File: config.mk
export PLATFORM = sky130hd
export DESIGN_NAME = regfile_wb_arbiter
export DESIGN_NICKNAME = d
export VERILOG_FILES = /design/src/rtl/rf_pkg.sv /design/src/rtl/wb_scoreboard.sv /design/src/rtl/regfile_wb_arbiter.sv
export SDC_FILE = /design/constraint.sdc
export NUM_CORES = 1
export LEC_CHECK = 0
export BUFFER_PORTS_ARGS = -buffer_cell sky130_fd_sc_hd__buf_2
export CAP_MARGIN = 20
export CORE_MARGIN = 1
export CORE_UTILIZATION = 52
export CTS_BUF_LIST = sky130_fd_sc_hd__clkbuf_16
export CTS_CLUSTER_DIAMETER = 50
export DETAILED_ROUTE_END_ITERATION = 12
export PLACE_DENSITY = 0.83
export SLEW_MARGIN = 20
export SYNTH_ARGS = -nofsm -noshare
export SYNTH_HDL_FRONTEND = slang
export SYNTH_HIERARCHICAL = 1
export SYNTH_SLANG_ARGS = --single-unit
File: constraint.sdc
create_clock -name Clk -period 3.65 [get_ports Clk]
set_input_delay 0.1825 -clock Clk [delete_from_list [all_inputs] [get_ports Clk]]
set_output_delay 0.1825 -clock Clk [all_outputs]
set_load 0.05 [all_outputs]
File: src/rtl/rf_pkg.sv
// rf_pkg: shared register-file dimensions and the writeback request record
// used by the writeback arbiter and its scoreboard.
package rf_pkg;

  localparam int unsigned REG_W    = 32;
  localparam int unsigned IDX_W    = 5;
  localparam int unsigned NUM_REGS = 32;
  localparam int unsigned STREAK_W = 4;

  typedef struct packed {
    logic [IDX_W-1:0] rd;
    logic [REG_W-1:0] data;
  } wb_req_t;

endpackage

File: src/rtl/wb_scoreboard.sv
// wb_scoreboard: per-register pending vector for issue hazard detection.
//   i_clk, i_rst_n             clock, async active-low reset
//   i_set_valid, i_set_idx     issue of a writer; marks its destination pending
//   i_clr_valid, i_clr_idx     accepted writeback; clears its destination
//   i_we, i_sel                registered write currently in flight to the RF
//   i_rs1, i_rs2, i_rd         registers of the instruction waiting to issue
//   o_stall                    hazard on the waiting instruction
module wb_scoreboard
  import rf_pkg::*;
(
  input  logic             i_clk,
  input  logic             i_rst_n,
  input  logic             i_set_valid,
  input  logic [IDX_W-1:0] i_set_idx,
  input  logic             i_clr_valid,
  input  logic [IDX_W-1:0] i_clr_idx,
  input  logic             i_we,
  input  logic [IDX_W-1:0] i_sel,
  input  logic [IDX_W-1:0] i_rs1,
  input  logic [IDX_W-1:0] i_rs2,
  input  logic [IDX_W-1:0] i_rd,
  output logic             o_stall
);

  logic [NUM_REGS-1:0] r_pending;
  logic [NUM_REGS-1:0] w_pending_nxt;
  logic                w_bypass;

  // Set is applied after clear so a new writer issued on the same edge
  // keeps the register pending; x0 is never tracked.
  always_comb begin
    w_pending_nxt = r_pending;
    if (i_clr_valid) w_pending_nxt[i_clr_idx] = 1'b0;
    if (i_set_valid) w_pending_nxt[i_set_idx] = 1'b1;
    w_pending_nxt[0] = 1'b0;
  end

  always_ff @(posedge i_clk or negedge i_rst_n) begin
    if (!i_rst_n) r_pending <= '0;
    else          r_pending <= w_pending_nxt;
  end

  // The pending bit drops one edge before the RF stores the value; the
  // in-flight write term covers that cycle for the source operands.
  always_comb begin
    w_bypass = i_we && (i_sel != '0) && ((i_sel == i_rs1) || (i_sel == i_rs2));
    o_stall  = r_pending[i_rs1] | r_pending[i_rs2] | r_pending[i_rd] | w_bypass;
  end

endmodule

File: src/rtl/regfile_wb_arbiter.sv
// regfile_wb_arbiter: shares the register file write port between the ALU
// and LSU writeback paths and stalls issue on RAW/WAW hazards.
//   Clk, Rst_n                       clock, async active-low reset
//   AluValid/AluRd/AluData/AluReady  ALU writeback handshake
//   LsuValid/LsuRd/LsuData/LsuReady  LSU writeback handshake (priority)
//   IssueValid/IssueRd               issuing instruction's destination
//   ChkRs1/ChkRs2/ChkRd, Stall       hazard check of the waiting instruction
//   We/SelD/DataD                    registered register file write port
module regfile_wb_arbiter
  import rf_pkg::*;
#(
  parameter int unsigned MaxStreak = 3
)(
  input  logic             Clk,
  input  logic             Rst_n,
  input  logic             AluValid,
  input  logic [IDX_W-1:0] AluRd,
  input  logic [REG_W-1:0] AluData,
  output logic             AluReady,
  input  logic             LsuValid,
  input  logic [IDX_W-1:0] LsuRd,
  input  logic [REG_W-1:0] LsuData,
  output logic             LsuReady,
  input  logic             IssueValid,
  input  logic [IDX_W-1:0] IssueRd,
  input  logic [IDX_W-1:0] ChkRs1,
  input  logic [IDX_W-1:0] ChkRs2,
  input  logic [IDX_W-1:0] ChkRd,
  output logic             Stall,
  output logic             We,
  output logic [IDX_W-1:0] SelD,
  output logic [REG_W-1:0] DataD
);

  localparam logic [STREAK_W-1:0] STREAK_LIMIT = STREAK_W'(MaxStreak);

  logic [STREAK_W-1:0] r_streak;
  logic                r_we;
  logic [IDX_W-1:0]    r_sel;
  logic [REG_W-1:0]    r_data;

  logic    w_alu_turn;
  logic    w_alu_grant;
  logic    w_lsu_grant;
  logic    w_accept;
  wb_req_t w_alu_req;
  wb_req_t w_lsu_req;
  wb_req_t w_win_req;

  assign w_alu_req = '{rd: AluRd, data: AluData};
  assign w_lsu_req = '{rd: LsuRd, data: LsuData};

  // LSU wins by default; the ALU takes the port once it has lost
  // MaxStreak grants in a row. Ready is forced low while in reset.
  always_comb begin
    w_alu_turn  = AluValid && (r_streak == STREAK_LIMIT);
    w_lsu_grant = Rst_n && LsuValid && !w_alu_turn;
    w_alu_grant = Rst_n && AluValid && (!LsuValid || w_alu_turn);
    w_accept    = w_alu_grant || w_lsu_grant;
    w_win_req   = w_alu_grant ? w_alu_req : w_lsu_req;
  end

  always_ff @(posedge Clk or negedge Rst_n) begin
    if (!Rst_n)                         r_streak <= '0;
    else if (!AluValid || w_alu_grant)  r_streak <= '0;
    else if (w_lsu_grant)               r_streak <= r_streak + STREAK_W'(1);
  end

  // Writes to x0 are accepted but never enable the register file.
  always_ff @(posedge Clk or negedge Rst_n) begin
    if (!Rst_n) begin
      r_we   <= 1'b0;
      r_sel  <= '0;
      r_data <= '0;
    end else begin
      r_we <= w_accept && (w_win_req.rd != '0);
      if (w_accept) begin
        r_sel  <= w_win_req.rd;
        r_data <= w_win_req.data;
      end
    end
  end

  wb_scoreboard u_scoreboard (
    .i_clk       (Clk),
    .i_rst_n     (Rst_n),
    .i_set_valid (IssueValid),
    .i_set_idx   (IssueRd),
    .i_clr_valid (w_accept),
    .i_clr_idx   (w_win_req.rd),
    .i_we        (r_we),
    .i_sel       (r_sel),
    .i_rs1       (ChkRs1),
    .i_rs2       (ChkRs2),
    .i_rd        (ChkRd),
    .o_stall     (Stall)
  );

  assign AluReady = w_alu_grant;
  assign LsuReady = w_lsu_grant;
  assign We       = r_we;
  assign SelD     = r_sel;
  assign DataD    = r_data;

endmodule

==> impl_metrics.csv <==
group,metric,value,unit
status,outcome,"complete, no violations",
synthesis,yosys_warnings,6,
setup_path,cp-end-kind,"flip-flop",
drt,via_per_inst,6.46,
floorplanning,io_pins,140,
drt,drc_errors,0,
cts,postCtsSetupBuffers,0,
placement,port_buffers,139,
timing,fin_ws,0.739,ns
timing,worst_slew_margin_rel,47.9,%
setup_path,cp-start-kind,"flip-flop",
floorplanning,core_area,8220,um^2
timing,finalCritPeriodShare,79.7,%
setup_path,crit_required,3.82,ns
setup_path,r2r_slack,0.74,ns
drt,vias,4265,
setup_path,cp.arrival,3.09,ns
drt,wl,12400,um
global_routing,track_usage,28.8,%
power_and_ir_drop,leakage,2.39,nW
power_and_ir_drop,p_per_area,508,nW/um^2
cts,hold_buffers,0,
timing,hold_slack,0.0146,ns
timing,period_needed,2.91,ns
cts,path_clk_slew,0.06,ns
setup_path,reg2reg_from,"r_streak[0]",
cts,clk_path_buf_depth,2,
synthesis,synth_edf_count,0,
layout,area_growth,23.1,%
timing,tightestPinTransition,0.782,ns
synthesis,synthTopCellsByArea,"dfrtp_1, o21ai_0, a221o_1",
cts,cts_resized,0,
cts,cts_sinks,73,
cts,numCtsBuffers,9,
floorplanning,fp.dieW,94.0,um
timing,hold_violations,0,
timing,setup_tns,0,ns
drt,wire_per_inst,18.8,um
floorplanning,initial_utilization,53.5,%
global_routing,antenna_found_initial,0,
floorplanning,die_h,94.0,um
flow_run,drv_cap,0,
setup_path,cp_max_fo,8,
synthesis,synthArstFlopShare,100,%
drt,drt-initial-drc-count,379,
layout,nNetsFinal,650,
placement,detailedPlace.worstSlack,0.880,ns
synthesis,synth_top_area_share,41.5,%
cts,clk_latency,0.33,ns
synthesis,ys.flop_type,"dfrtp_1",
drt,firstDrtPassIters,5,
global_routing,grt_pass1_wl,19700,um
placement,dp_hpwl,8940,um
synthesis,synth_cell_types,53,
placement,place_congestion,0.956,
synthesis,synth_area,4400,um^2
global_routing,grt-ovfl-total,0,
synthesis,synth_nets,522,
synthesis,seq_area_frac_synth,41.5,%
timing,fmax,344,MHz
global_routing,grt_pass1_vias,3949,
layout,drive_gt1_share,33.3,%
synthesis,synth-seq-cells,73,
timing,slew_viol_final,0,
synthesis,syn_area_per_cell,10.4,um^2
setup_path,rr_endpoint,"u_scoreboard/r_pending[9]",
cts,htreeDepth,3,
layout,diodes,0,
cts,root_buffer,"clkbuf_16",
timing,final-setup-viol-count,0,
setup_path,reg2reg_depth,7,
power_and_ir_drop,peakVddDrop,0.316,mV
timing,fin_skew,0.00866,ns
synthesis,syn_inst,422,
setup_path,setup.worst_path.class,"flip-flop to flip-flop",
timing,rsz0062_at_grt,"no",
cts,cts_tree,"built",
drt,postRouteAntennaNets,0,
floorplanning,row_count,33,
worst_hold_path,hold_path_class,"primary input to async pin",
global_routing,grt_max_degree,95,
synthesis,synth_top_area_cell,"dfrtp_1",
floorplanning,die-area,8830,um^2
-- sequential cells by signal, indices dropped and copies added, names as in the netlist --
register,flops
r_streak,4
We,1
u_scoreboard/r_pending,31
SelD,5
DataD,32
-- placed cells by master, fill, tap and decap left out, drive strengths merged, types with 12 or more instances in the layout --
cell type and count:
a221o 27, nor2 14, buf 143, mux2i 14
a311oi 12, o21ai 69, dfrtp 73, nand3b 12
and2 23, inv 22, mux4 12
-- per-stage QoR --
step / power (mW) / area (um^2) / utilization [%] / cells
finish: 2.75 / 5420 / 65.9 / 660
global route: 2.87 / 5420 / 65.9 / 660
CTS: 2.75 / 5410 / 65.9 / 660
detailed placement: 1.91 / 5130 / 62.4 / 644
global placement: 1.87 / 5130 / 62.4 / 644
floorplan: 1.64 / 4400 / - / 422
-- cell usage after synthesis, types with 10 or more instances --
cell type,instances
a211oi_1,10
a221o_1,27
a311oi_1,12
and2_1,23
clkbuf_1,12
dfrtp_1,73
inv_1,18
mux2i_1,14
nand3_1,10
nand3b_1,12
nor2_1,14
nor2b_1,10
o21ai_0,68
-- routing by layer --
metal	track usage, %	routed length, um
met5	0	0
met4	10.5	222
met3	4.94	959
met2	47.2	6180
met1	38.3	5030
-- power breakdown --
part | switching, mW | internal (mW) | total (mW)
registers | 0.160 | 0.956 | 1.12
logic | 0.487 | 0.315 | 0.802
clock network | 0.363 | 0.471 | 0.835
-- worst max-delay path, cell delays in order (launching register included) --
cell,delay (ns)
dfrtp_1,0.39
ha_1,0.23
or3b_1,0.50
a21oi_4,0.31
mux2_2,0.44
or3b_2,0.53
o21ai_0,0.19
o21ai_0,0.16
-- area by class of cell --
class | count | area [um^2]
multi-input combinational | 305 | 2370
fill | 650 | 2800
timing repair buffer | 143 | 732
tap | 105 | 131
inverter | 18 | 67.6
clock inverter | 7 | 60.1
sequential | 73 | 1830
clock buffer | 9 | 225
-- cells by family (layout without fill, tap and decap cells) --
group           count (synthesis)  count (layout)  synth area share, %
compound gates                145             145                 23.4
simple gates                  113             113                 15.8
flops                          73              73                 41.5
buf+inv                        44             177                 4.52
mux                            36              36                 12.4
xor+xnor                       10              10                 1.99
fa+ha+maj                       1               1                0.284
-- how the worst max path moves through the flow --
stage | to | cells past startpoint | start | slack (ns)
after global placement | u_scoreboard/r_pending[8] | 7 | r_streak[0] | 1.03
after detailed placement | u_scoreboard/r_pending[24] | 7 | r_streak[0] | 0.88
final | u_scoreboard/r_pending[9] | 7 | r_streak[0] | 0.74
after floorplan | u_scoreboard/r_pending[17] | 9 | r_streak[0] | 1.10
after global routing | u_scoreboard/r_pending[19] | 7 | r_streak[0] | 0.68
after CTS | u_scoreboard/r_pending[12] | 7 | r_streak[0] | 0.78
Note: power is estimated with default switching activity, not from simulation.
